**config.mk**
```make
export PLATFORM = sky130hd
export DESIGN_NAME = key_note_decoder_flat
export DESIGN_NICKNAME = d
export VERILOG_FILES = /design/src/rtl/key_note_decoder_if.sv /design/src/rtl/key_note_decoder.sv /design/src/flat_wrapper.sv
export SDC_FILE = /design/constraint.sdc
export NUM_CORES = 1
export LEC_CHECK = 0
export BUFFER_PORTS_ARGS = -buffer_cell sky130_fd_sc_hd__buf_4
export CORE_AREA = 2 2 63 65
export CTS_CLUSTER_DIAMETER = 120
export DETAILED_ROUTE_END_ITERATION = 10
export DIE_AREA = 0 0 65 67
export PLACE_DENSITY = 0.54
export SYNTH_ARGS = -nofsm -noshare
export SYNTH_HDL_FRONTEND = slang
export SYNTH_SLANG_ARGS = --single-unit
```
**constraint.sdc**
```tcl
create_clock -name clk -period 1.32 [get_ports clk]
set_input_delay 0.066 -clock clk [delete_from_list [all_inputs] [get_ports clk]]
set_output_delay 0.066 -clock clk [all_outputs]
set_load 0.03 [all_outputs]
```
**src/rtl/key_note_decoder_if.sv**
```systemverilog
// key_note_decoder_if: PS/2 byte input and decoded note output bundle.
// Signals: ps2_data/ps2_valid carry scan-code bytes into the decoder.
// note_in/note/octave/key_held carry the decoded note back out.
interface key_note_decoder_if;
  logic [7:0] ps2_data;
  logic       ps2_valid;
  logic       note_in;
  logic [3:0] note;
  logic [2:0] octave;
  logic       key_held;
  modport master (output ps2_data, ps2_valid, input note_in, note, octave, key_held);
  modport slave (input ps2_data, ps2_valid, output note_in, note, octave, key_held);
endinterface

```
**src/rtl/key_note_decoder.sv**
```systemverilog
// key_note_decoder: PS/2 set-2 scan codes to note/octave events (macro OCTAVE_KEYS_EN adds Z/X octave keys).
// Ports: clk, reset (sync active-low), bus (slave: ps2_data/ps2_valid in; note_in/note/octave/key_held out).
module key_note_decoder (
  input logic clk,
  input logic reset,
  key_note_decoder_if.slave bus
);
  typedef enum logic [1:0] {IDLE, BRK, EXT, EXT_BRK} state_t;
  state_t state;
  logic [7:0] held_code;
  logic [3:0] map_note;
  logic mapped;
  always_comb begin
    mapped = 1'b1;
    map_note = 4'd0;
    case (bus.ps2_data)
      8'h1C: map_note = 4'd0;
      8'h1D: map_note = 4'd1;
      8'h1B: map_note = 4'd2;
      8'h24: map_note = 4'd3;
      8'h23: map_note = 4'd4;
      8'h2B: map_note = 4'd5;
      8'h2C: map_note = 4'd6;
      8'h34: map_note = 4'd7;
      8'h35: map_note = 4'd8;
      8'h33: map_note = 4'd9;
      8'h3C: map_note = 4'd10;
      8'h3B: map_note = 4'd11;
      default: mapped = 1'b0;
    endcase
  end
  always_ff @(posedge clk) begin
    if (!reset) begin
      state <= IDLE;
      bus.note_in <= 1'b0;
      bus.note <= 4'd0;
      bus.octave <= 3'd4;
      bus.key_held <= 1'b0;
      held_code <= 8'h00;
    end else begin
      bus.note_in <= 1'b0;
      if (bus.ps2_valid) begin
        case (state)
          IDLE: begin
            if (bus.ps2_data == 8'hF0) state <= BRK;
            else if (bus.ps2_data == 8'hE0) state <= EXT;
            // a repeat of the held key is typematic and must stay silent
            else if (mapped && (!bus.key_held || bus.ps2_data != held_code)) begin
              bus.note <= map_note;
              bus.note_in <= 1'b1;
              bus.key_held <= 1'b1;
              held_code <= bus.ps2_data;
            end
`ifdef OCTAVE_KEYS_EN
            else if (bus.ps2_data == 8'h1A) bus.octave <= (bus.octave == 3'd0) ? 3'd0 : bus.octave - 3'd1;
            else if (bus.ps2_data == 8'h22) bus.octave <= (bus.octave == 3'd6) ? 3'd6 : bus.octave + 3'd1;
`endif
          end
          BRK: begin
            state <= IDLE;
            // releasing a key other than the last-triggering one leaves key_held alone
            if (bus.key_held && bus.ps2_data == held_code) bus.key_held <= 1'b0;
          end
          EXT: state <= (bus.ps2_data == 8'hF0) ? EXT_BRK : IDLE;
          default: state <= IDLE;
        endcase
      end
    end
  end
endmodule

```
**src/flat_wrapper.sv**
```systemverilog
// flat-port wrapper written by rule: the top's interface ports become plain ports
module key_note_decoder_flat 
  (clk, reset, bus_ps2_data, bus_ps2_valid, bus_note_in, bus_note, bus_octave, bus_key_held);
  key_note_decoder_if bus_i ();
  input logic clk;
  input logic reset;
  input wire logic [$bits(bus_i.ps2_data)-1:0] bus_ps2_data;
  input wire logic [$bits(bus_i.ps2_valid)-1:0] bus_ps2_valid;
  output wire logic [$bits(bus_i.note_in)-1:0] bus_note_in;
  output wire logic [$bits(bus_i.note)-1:0] bus_note;
  output wire logic [$bits(bus_i.octave)-1:0] bus_octave;
  output wire logic [$bits(bus_i.key_held)-1:0] bus_key_held;
  assign bus_i.ps2_data = bus_ps2_data;
  assign bus_i.ps2_valid = bus_ps2_valid;
  assign bus_note_in = bus_i.note_in;
  assign bus_note = bus_i.note;
  assign bus_octave = bus_i.octave;
  assign bus_key_held = bus_i.key_held;
  key_note_decoder u_core (.clk(clk), .reset(reset), .bus(bus_i));
endmodule
```
# Word level (Yosys, flattened, before mapping)
# Index checks and enable logic that the tools add are counted.
# word_totals
reg_bits	16
in_bits	11
word_cells	56
# op_classes
n_eq_ne	23
n_mux	12
bitwise	5
n_reduce_logical	11
# ops
operator	count
equality test 8 x 6 -> 1 bit (second input constant)	9
one-hot mux 4 bit (11 select lines)	1
equality test 8 x 5 -> 1 bit (second input constant)	3
equality test 8 bit (second input constant)	2
OR reduction 12 bit	1
equality test 8 bit	1
inequality test 8 bit	1
two-way mux 1 bit	6
two-way mux 2 bit	3
AND reduction 6 bit	1
inverter 1 bit	5
AND reduction 5 bit	1
OR reduction 5 bit	1
inequality test 2 x 1 -> 1 bit (second input constant)	2
inequality test 2 bit (second input constant)	2
one-hot mux 2 bit (2 select lines)	1
inequality test 3 x 1 -> 1 bit (second input constant)	1
equality test 2 x 1 -> 1 bit (second input constant)	1
equality test 2 bit (second input constant)	1
logical AND 1 bit	2
zero test 2 bit	1
one-hot mux 1 bit (2 select lines)	1
AND reduction 2 bit	1
nonzero test 2 bit	1
2 further kinds	2

# Longest topological paths before layout
# Gate-level depths: netlist of run 1.
# logic_depth
word_depth	8
ltp_mapped	7
ltp_nobuf	5

# Worst setup path after synthesis of run 1
# No wires, ideal clock.
# synth_path
path_kind	register -> register
startpoint	register u_core.held_code[4]
endpoint	register u_core.bus.note[0]
t_arrival_ns	1.403
t_required_ns	1.248
path_slack_ns	-0.155
stages_incl_launch_ff	7
path_buffers	1
period_less_slack_ns	1.475
cell_sequence	dfxtp_1 > xor2_1 > nor4_2 > nand4_4 > nand3_2 > buf_6 > mux2i_1
# synth_between
elab_chain_cells	4
# synth_lines
element	line_no	source
from (decl)	key_note_decoder.sv:10	logic [7:0] held_code;
from (signal assigned)	key_note_decoder.sv:52	held_code <= bus.ps2_data;
inequality test 8 bit	key_note_decoder.sv:48	else if (mapped && (!bus.key_held || bus.ps2_data != held_code)) begin
logical OR 1 bit	key_note_decoder.sv:48	
logical AND 1 bit	key_note_decoder.sv:48	
AND reduction 5 bit (no source line)	--	
to (signal assigned)	key_note_decoder.sv:49	bus.note <= map_note;
to (decl)	key_note_decoder_if.sv:12	modport slave (input ps2_data, ps2_valid, output note_in, note, octave, key_held);
# No other way between the ends.
# A chain may end at the register's enable or synchronous reset.

# Worst setup path in the final report of run 1
# layout_path
startpoint	register u_core.held_code[0]
endpoint	register u_core.bus.key_held
# layout_between
elab_chain_cells	5
elab_cells_between_ends	8
classes_between	eq/ne (4); reduce/logical (4)
# layout_lines
element	line_no	source
inequality test 8 bit	key_note_decoder.sv:48	
logical OR 1 bit	key_note_decoder.sv:48	
logical AND 1 bit	key_note_decoder.sv:48	
inequality test 2 x 1 -> 1 bit (no source line)	--	
AND reduction 6 bit (no source line) *	--	
to (signal assigned)	key_note_decoder.sv:38	bus.key_held <= 1'b0;
to (signal assigned)	key_note_decoder.sv:51	bus.key_held <= 1'b1;
to (signal assigned)	key_note_decoder.sv:62	if (bus.key_held && bus.ps2_data == held_code) bus.key_held <= 1'b0;
to (decl)	key_note_decoder_if.sv:12	
# Mark *: on every way between the ends. The rest lies on a longest branch, timed or not.

==> summary.md, run 1 <==
| Metric | Value |
|---|---|
| Total wire length | 2580 um |
| Gate Count Post-Synth | 118 |
| Cell Area, Placed | 1390 um^2 |
| Post-synth EDFFs | 0 |
| Die H | 67 um |
| Synth Register Bits | 16 |
| Cell count of the worst reg-to-reg path | 6 |
| Avg Synthesized Cell Area | 8.93 um^2 |
| Diode count | 0 |
| Worst-path maximum fanout | 4 |
| Critical Path RT | ~1500 ps |
| Crit start category | register |
| Slew Limit Fails | 0 |
| Initial antenna violation count | 0 |
| Synth Flop Type | dfxtp_1 |
| Fin Hold WS | approximately 110 ps |
| CTS Buf Count | 3 |
| MaxCap Viol Count | 0 |
| Layout overhead on the synthesized area | 44.7% |
| Flop-to-flop setup slack | -200 ps |
| Initial core utilization | 29.2% |
| Crit path DAT | around 1700 ps |
| Dpl ws | -314 ps |
| Proportion of layout cells with a drive suffix above 1 | approximately 44% |
| Rows | 22 |
| Post-route cell area | 1520 um^2 |
| TNS Setup | -2290 ps |
| Status | finished with violations |
| Total die area | ~4400 um^2 |
| Ranking of synthesized cells by area | dfxtp_1 30%, nand2_1 7.8%, mux2i_1 7.6% |
| IO Pins | 20 |
| CTS tree | done |
| DRC Markers | 0 |
| Hold/Removal Path Class | input port to register |
| Ys Warns | 0 |
| Largest area contributor in the netlist | dfxtp_1 |
| Fin nets | 172 |
| Clock transition at path regs | 70 ps |
| Final Hold Fails | 0 |
| DR vias | 960 |
| Worst Hold End | u_core.state[0] |
| Depth of the CTS H-tree | 1 |
| Inst Count DP | 201 |
| LEAKAGE | 0.000706 uW |
| IO Port Bufs | 16 |
| PwrDens | 712 nW/um^2 |
| Critical path class | register to register |
| Die width | approximately 65 um |
| Post-DP HPWL | 1960 um |
| Hold Startpoint | bus_ps2_valid |
| DRT antenna net count | 0 |
| DR WL/cell | 12.5 um |
| Routability Congestion | a little under 0.8 |
| Setup violations, final | 14 |
| Maximum clock rate | 660 MHz |
| 1st-pass router iterations | 3 |
| Worst Setup End Kind | register |
| R2r startpoint | u_core.held_code[0] |
| Clk sinks | 16 |
| Seq/Total Area, Yosys | between 30% and 40% |
| FILL cells | ~370 |
| Core area | ~3600 um^2 |
| Clk_lat worst skew | 250 ps |
| Hold depth | 4 |
| Vias in the first global route | 958 |
| Clk_skew | 4.63 ps |
| Tmin final | 1520 ps |
| DRT iter0 DRCs | 29 |
| Setup ws final | -195 ps |
| Fraction of registers with async set or reset after synthesis | 0% |
| Reg2reg end | u_core.bus.key_held |
| Gr ovfl total | 0 |
| Failing checks | negative setup slack |
| RSZ-0062 raised after global routing | yes |
| Global-route wire length before repair | around 4400 um |
| CTS root buf | clkbuf_8 |
| Vias/cell | 4.64 |
| Largest net degree at the start of global routing | 24 |
| Crit share post-route | 115% |
| Synth Cell Area | 1050 um^2 |
| Max Buffers Root-to-Sink | 2 |
| Final cell count without fillers | a little over 200 |
| Synth unique cells | 45 |
| Synth top area share | 30.4% |
| GRT Util Overall | 13.1% |
| Worst IR Drop VDD | around 0.38 mV |
-- synthesized netlist by cell type (2+ instances only) --
master / instances
a21oi_1: 2
and3_2: 2
buf_2: 2
buf_4: 3
buf_6: 4
clkbuf_1: 2
conb_1: 2
dfxtp_1: 16
inv_1: 5
mux2i_1: 8
nand2_1: 22
nand3_1: 3
nor2_1: 4
nor3_1: 2
o21ai_0: 3
o31ai_1: 2
xnor2_1: 2
xor2_1: 7
-- area by class of cell --
cell class	count	area, um^2	share of cell area, %
Inverter	5	18.8	1.23
Timing Repair Buffer	48	380	25.0
Tap cell	48	60.1	3.94
Multi-Input combinational cell	87	701	46.0
Clock buffer	3	41.3	2.71
Sequential cell	16	323	21.2
-- stage by stage --
step / utilization, % / power [uW]
2_1_floorplan: - / 624
3_3_place_gp: 38.6 / 704
3_5_place_dp: 38.6 / 708
4_1_cts: 40.7 / 1090
5_1_grt: 42.3 / 1140
6_report: 42.3 / 1090
-- cells in the final DEF (no fill, tap or decap), types with 2 or more instances in the layout --
master    instances
buf_4            45
o31ai_2           2
xor2_1            6
and3_2            2
mux2i_1           8
nand2_1          22
a21oi_1           2
nand3_1           3
conb_1            3
o21ai_0           3
buf_6             2
dfxtp_1          14
inv_1             5
xnor2_1           2
clkbuf_8          3
dfxtp_2           2
nor2_1            4
nor3_1            2
nor4_4            2
-- routing by layer --
metal	GRT usage, %	routed length [um]	vias to the layer above
li1	-	-	492
met1	16.2	1230	448
met2	23.3	1250	16
met3	1.52	66	4
met4	4.79	34	0
met5	0	0	-
-- report_power, final --
group	internal, uW	switching [uW]
registers	487	2.82
logic	102	119
clock network	203	173
-- worst max-delay path: stages, from the launching register on --
cell	delay, ps
dfxtp_2	330
xor2_2	150
nor4_4	340
nand4_4	160
buf_6	160
o31ai_2	200
nor2_1	50
-- worst max path at each step --
stage | startpoint | endpoint | slack [ps] | depth (start not counted)
final | u_core.held_code[0] | u_core.bus.key_held | -200 | 6
after global routing | u_core.held_code[3] | u_core.held_code[3] | -320 | 6
after CTS | u_core.held_code[4] | u_core.held_code[2] | -300 | 6
after detailed placement | u_core.held_code[0] | u_core.bus.key_held | -310 | 6
after global placement | u_core.held_code[0] | u_core.bus.key_held | -330 | 6
after floorplan | u_core.held_code[0] | u_core.bus.note[0] | -140 | 6
-- repair_timing --
item | in CTS | in global routing
gates resized for setup | 5 | 7
endpoints found under the setup margin | 14 | 14
setup buffers | 1 | 2
pin swaps | 4 | 4
hold buffers | 0 | 0
endpoints found under the hold margin | 0 | 0
-- sequential cells by signal, summed over array words and instances (netlist names) --
signal and flops:
u_core.bus.note 4, u_core.bus.note_in 1, u_core.state 2, u_core.bus.key_held 1, u_core.held_code 8
-- cell families (layout without fill, tap and decap cells) --
family	count (synthesis)	after routing	synth area share [%]
AOI/OAI and AO/OA	17	17	13.4
and+or+nand+nor	50	50	30.5
xor gates and xnor gates	9	9	7.48
buffers and inverters	16	56	9.86
DFF	16	16	30.4
other	2	3	0.713
muxes	8	8	7.60
Note: power is estimated with default switching activity, not from simulation.
==> inputs of run 2 (changes only) <==
--- a/config.mk
+++ b/config.mk
@@ -6,11 +6,14 @@
 export NUM_CORES = 1
 export LEC_CHECK = 0
 export BUFFER_PORTS_ARGS = -buffer_cell sky130_fd_sc_hd__buf_4
+export CELL_PAD_IN_SITES_DETAIL_PLACEMENT = 1
+export CELL_PAD_IN_SITES_GLOBAL_PLACEMENT = 1
 export CORE_AREA = 2 2 63 65
 export CTS_CLUSTER_DIAMETER = 120
 export DETAILED_ROUTE_END_ITERATION = 10
 export DIE_AREA = 0 0 65 67
-export PLACE_DENSITY = 0.54
+export PLACE_DENSITY = 0.66
+export REMOVE_ABC_BUFFERS = 1
 export SYNTH_ARGS = -nofsm -noshare
 export SYNTH_HDL_FRONTEND = slang
 export SYNTH_SLANG_ARGS = --single-unit
==> run 2 against run 1 <==
Against the previous run:
- the flow still finishes with violations (negative setup slack)
- core utilization decreased by 0.94 points
- critical path depth increased by 1
- final cell count stayed put
- worst setup slack worse by 18 ps
- power increased by 5.4%
- critical path type unchanged
- largest cell class unchanged
- largest power group unchanged
==> summary.md, run 2 (synthesis gave the netlist of run 1 again) <==
| Metric | Value |
|---|---|
| Crit share post-route | 116% |
| Critical path class | register to register |
| Setup ws final | -213 ps |
| Failing checks | negative setup slack |
| Critical path's top delay family | simple AND/OR/NAND/NOR gates |
| Post-DP HPWL | between 2000 and 2500 um |
| Worst IR Drop VDD | 0.403 mV |
| LEAKAGE | 0.000694 uW |
| DRC Markers | 0 |
| Die H | 67 um |
| Regs by FF count | u_core.held_code (8), u_core.bus.note (4), u_core.state (2) |
| DR vias | between 900 and 1k |
| Total wire length | 2840 um |
| Critical path buffers and inverters | 2 |
| GRT Util Overall | 15.2% |
| 1st-pass router iterations | 2 |
| Clock Power Share | 38.4% |
| DR WL/cell | 13.7 um |
| Most common cell after layout, fill and taps aside | buf_4 |
| Power share of the combinational group | 18.8% |
| Crit start category | register |
| Status | finished with violations |
| Diode count | 0 |
| CTS tree | done |
| Worst Setup End Kind | register |
| Proportion of layout cells with a drive suffix above 1 | 42.8% |
| Max Buffers Root-to-Sink | 2 |
| Setup violations, final | 14 |
| Die width | 65 um |
| IO Port Bufs | 16 |
| Dpl ws | -293 ps |
| Maximum clock rate | approximately 650 MHz |
| Initial antenna violation count | 0 |
| DRT antenna net count | 0 |
| Clk_lat worst skew | 250 ps |
| Rows | 22 |
| Depth of the CTS H-tree | 1 |
| CTS root buf | clkbuf_8 |
| Tmin final | 1530 ps |
| Clk_skew | approximately 7.5 ps |
| Fin nets | ~170 |
| DRT iter0 DRCs | 13 |
| Critical Path RT | 1490 ps |
| Hold_buf cts | 0 |
| Layout overhead on the synthesized area | 41.4% |
| Share of power burned in registers | a little over two fifths |
| Pint | 850 uW |
| Initial core utilization | between 20% and 30% |
| CTS Buf Count | 3 |
| RSZ-0062 raised after global routing | yes |
| CP peak stage delay | 320 ps |
| Vias/cell | between 4 and 5 |
| FILL cells | between 400 and 500 |
| Sw frac | 25.7% |
| Hold/Removal Path Class | input port to register |
| Largest register by flop count | u_core.held_code |
| Worst-path maximum fanout | 5 |
| Vias in the first global route | 1061 |
| Slew Limit Fails | 0 |
| Routability Congestion | 0.762 |
| Core area | roughly 3600 um^2 |
| TNS Setup | -2590 ps |
| Clk sinks | 16 |
| Total die area | 4360 um^2 |
| Net Switching | 294 uW |
| Final Hold Fails | 0 |
| IO Pins | 20 |
| MaxCap Viol Count | 0 |
| Critical-path cell list | xor2_1, nor4_2, buf_4, nand4_4, nand3_4, buf_6, mux2i_1 |
| Crit path max-delay cell type | dfxtp_2 |
| Gr ovfl total | 0 |
| Max reg flops | 8 |
| Largest net degree at the start of global routing | 24 |
| Crit path DAT | 1710 ps |
| PwrDens | 767 nW/um^2 |
| Global-route wire length before repair | 4940 um |
| Clock transition at path regs | 70 ps |
| Most frequent cells in the layout | 43 x buf_4, 22 x nand2_1, 14 x dfxtp_1 |
| Finished Core Util | 41.3% |
-- run 2: final cells by class --
| cell class | count | area, um^2 | share of cell area [%] |
|---|---|---|---|
| Sequential cell | 16 | 323 | 21.7 |
| Clock buffer | 4 | 55.1 | 3.69 |
| Tap cell | 48 | 60.1 | 4.03 |
| Inverter | 5 | 18.8 | 1.26 |
| Multi-Input combinational cell | 87 | 666 | 44.7 |
| Timing Repair Buffer | 47 | 368 | 24.7 |
-- run 2: per-layer routing --
metal	wire length (um)	GRT usage (%)
met5	0	0
met4	42	6.91
met3	67	3.21
met2	1580	28.9
met1	1150	15.9
-- run 2: path summary, 6_finish.rpt --
kind	start	endpoint	slack, ps	depth (start not counted)
setup reg to reg	u_core.held_code[3]	u_core.held_code[3]	-210	7
hold / removal	bus_ps2_valid	u_core.state[0]	120	4
hold reg to reg	u_core.bus.note[0]	u_core.bus.note[0]	470	2
setup / recovery	u_core.held_code[3]	u_core.held_code[3]	-210	7
-- run 2: through the flow --
stage | total power (uW) | std cells | instance area (um^2) | hold WS [ps]
finish | 1140 | 207 | 1490 | 125
global route | 1200 | 207 | 1490 | 135
detailed placement | 709 | 201 | 1370 | 394
global placement | 702 | 201 | 1370 | 355
floorplan | 580 | 108 | 972 | 188
CTS | 1160 | 206 | 1480 | 125
-- run 2: worst min-delay path: cells and delay by family --
| family | cells | cell delay, ps |
|---|---|---|
| AOI/OAI and AO/OA | 1 | 60 |
| buffers and inverters | 2 | 130 |
| and+or+nand+nor | 1 | 60 |
-- run 2: power by group through the flow --
stage / clock network (uW) / logic (uW) / registers, uW
global placement: 0 / 202 / 500
CTS: 459 / 215 / 490
detailed placement: 0 / 208 / 500
finish: 440 / 214 / 490
global route: 476 / 235 / 490
floorplan: 0 / 77.5 / 502
-- run 2: what timing repair did --
item,CTS,global route
buffers inserted,1,1
resized for setup,10,1
pin swaps,3,2
setup endpoints to repair,14,14
cloned,0,0
==> inputs of run 3 (changes only) <==
--- a/config.mk
+++ b/config.mk
@@ -8,11 +8,11 @@
 export BUFFER_PORTS_ARGS = -buffer_cell sky130_fd_sc_hd__buf_4
 export CELL_PAD_IN_SITES_DETAIL_PLACEMENT = 1
 export CELL_PAD_IN_SITES_GLOBAL_PLACEMENT = 1
-export CORE_AREA = 2 2 63 65
+export CORE_AREA = 2 2 58 60
 export CTS_CLUSTER_DIAMETER = 120
 export DETAILED_ROUTE_END_ITERATION = 10
-export DIE_AREA = 0 0 65 67
-export PLACE_DENSITY = 0.66
+export DIE_AREA = 0 0 60 62
+export PLACE_DENSITY = 0.75
 export REMOVE_ABC_BUFFERS = 1
 export SYNTH_ARGS = -nofsm -noshare
 export SYNTH_HDL_FRONTEND = slang
==> run 3 against run 2 <==
Against the previous run:
- the flow still finishes with violations (negative setup slack)
- core utilization grew 5.2 points
- non-clock buffer count shrank 2
- die area shrank 15%
- sequential cell count is the same
- combinational power is essentially flat
- critical endpoint is now u_core.held_code[1]
==> summary.md, run 3 (synthesis gave the netlist of run 1 again) <==
| Metric | Value |
|---|---|
| Vias/cell | 4.94 |
| Most common cell after layout, fill and taps aside | buf_4 |
| Diode count | 0 |
| Clock transition at path regs | 100 ps |
| Vias in the first global route | between 1k and 1.5k |
| Total die area | 3720 um^2 |
| Global-route wire length before repair | 4800 um |
| Routability Congestion | 0.889 |
| Final cell count without fillers | 203 |
| Flop-to-flop setup slack | -270 ps |
| PwrDens | roughly 700 nW/um^2 |
| Maximum clock rate | 630 MHz |
| Die H | 62 um |
| DRC Markers | 0 |
| LEAKAGE | between 0.0006 and 0.0007 uW |
| CTS root buf | clkbuf_4 |
| Reg2reg end | u_core.held_code[1] |
| IO Port Bufs | 16 |
| Regs by FF count | u_core.held_code (8), u_core.bus.note (4), u_core.state (2) |
| CTS tree | done |
| Worst path depth | 7 |
| Gr ovfl total | 0 |
| Hold/Removal Path Class | input port to register |
| Largest register by flop count | u_core.held_code |
| CTS Buf Count | 3 |
| Depth of the CTS H-tree | 1 |
| Tmin final | around 1600 ps |
| Max reg flops | 8 |
| Most frequent cells in the layout | 43 x buf_4, 22 x nand2_1, 14 x dfxtp_1 |
| Initial antenna violation count | 0 |
| CP peak stage delay | 340 ps |
| RSZ-0062 raised after global routing | yes |
| TNS Setup | -3190 ps |
| Clk sinks | 16 |
| 1st-pass router iterations | 4 |
| DRT antenna net count | 0 |
| Slew Limit Fails | 0 |
| Rows | 21 |
| Post-DP HPWL | 2280 um |
| Critical-path cell list | xor2_2, nor4_2, buf_4, nand4_4, nand3_4, buf_12, mux2i_1 |
| Crit start category | register |
| Setup crit start | u_core.held_code[4] |
| MaxCap Viol Count | 0 |
| Fin nets | 169 |
| Critical Path RT | between 1500 and 2000 ps |
| Final Hold Fails | 0 |
| Worst Setup End Kind | register |
| Status | finished with violations |
| IO Pins | 20 |
| Crit path max-delay cell type | dfxtp_2 |
| Total wire length | just under 3000 um |
| Worst-path maximum fanout | 5 |
| Largest net degree at the start of global routing | 24 |
| Dpl ws | -347 ps |
| End of the critical path | u_core.held_code[1] |
| Layout overhead on the synthesized area | 40.5% |
| Core area | 3180 um^2 |
| Critical path buffers and inverters | 2 |
| Crit path DAT | 1800 ps |
| Initial core utilization | 33.1% |
| Die width | 60 um |
| Clk_lat worst skew | 280 ps |
| Hold_buf cts | 0 |
| Proportion of layout cells with a drive suffix above 1 | a little over two fifths |
| DRT iter0 DRCs | 12 |
| Clk_skew | 7.53 ps |
| Setup ws final | -267 ps |
| GRT Util Overall | 17.6% |
| Worst IR Drop VDD | between 0.5 and 0.6 mV |
| Critical path class | register to register |
| DR WL/cell | 14.2 um |
| Cell count of the worst reg-to-reg path | 7 |
| DR vias | between 1k and 1.5k |
| Setup violations, final | 14 |
| Critical path's top delay family | simple AND/OR/NAND/NOR gates |
| Max Buffers Root-to-Sink | 2 |
| Failing checks | negative setup slack |
| Inst Count DP | 197 |
| R2r startpoint | u_core.held_code[4] |
| Crit share post-route | 120% |
| Hold depth | 4 |
## run 3: through the flow
stage / cell area, um^2 / total power, uW / util [%] / hold slack (ps)
global route: 1480 / 1080 / 46.6 / 88.2
CTS: 1450 / 1040 / 45.6 / 71.4
global placement: 1370 / 697 / 42.9 / 354
floorplan: 972 / 580 / - / 188
detailed placement: 1370 / 704 / 42.9 / 385
finish: 1480 / 1020 / 46.6 / 76.0
## run 3: how the worst min path moves through the flow
stage / start / endpoint / slack (ps)
floorplan: reset / u_core.state[1] / 190
global placement: bus_ps2_valid / u_core.state[0] / 350
detailed placement: bus_ps2_valid / u_core.state[0] / 390
CTS: bus_ps2_valid / u_core.state[0] / 70
global route: bus_ps2_valid / u_core.state[0] / 90
finish: bus_ps2_valid / u_core.state[0] / 80
## run 3: power breakdown
| group | internal (uW) | leakage, uW | switching [uW] |
|---|---|---|---|
| clock network | 168 | 0.0000210 | 153 |
| registers | 486 | 0.000130 | 2.96 |
| logic | 97.4 | 0.000533 | 117 |
## run 3: final cells by class
type	instances	area [um^2]
fill	384	1700
clock buffer	4	36.3
sequential	16	323
tap	46	57.6
timing repair buffer	45	354
inverter	5	18.8
multi-input combinational	87	691
## run 3: worst min-delay path, cell delays in order
cell and delay (ps):
buf_4 90, inv_1 50, nand2_1 60, a21oi_1 50
## run 3: what timing repair did
item,4_1_cts,5_1_grt
setup endpoints to repair,14,14
pin swaps,4,2
buffers inserted,1,1
gates resized for setup,7,3
gates cloned,0,0
## run 3: metal layers
layer | vias up | share of wire, % | global-route usage, %
li1 | 489 | - | -
met1 | 489 | 38 | 16.9
met2 | 22 | 58 | 36.5
met3 | 2 | 2.7 | 3.11
met4 | 0 | 1.4 | 6.98
met5 | - | 0 | 0
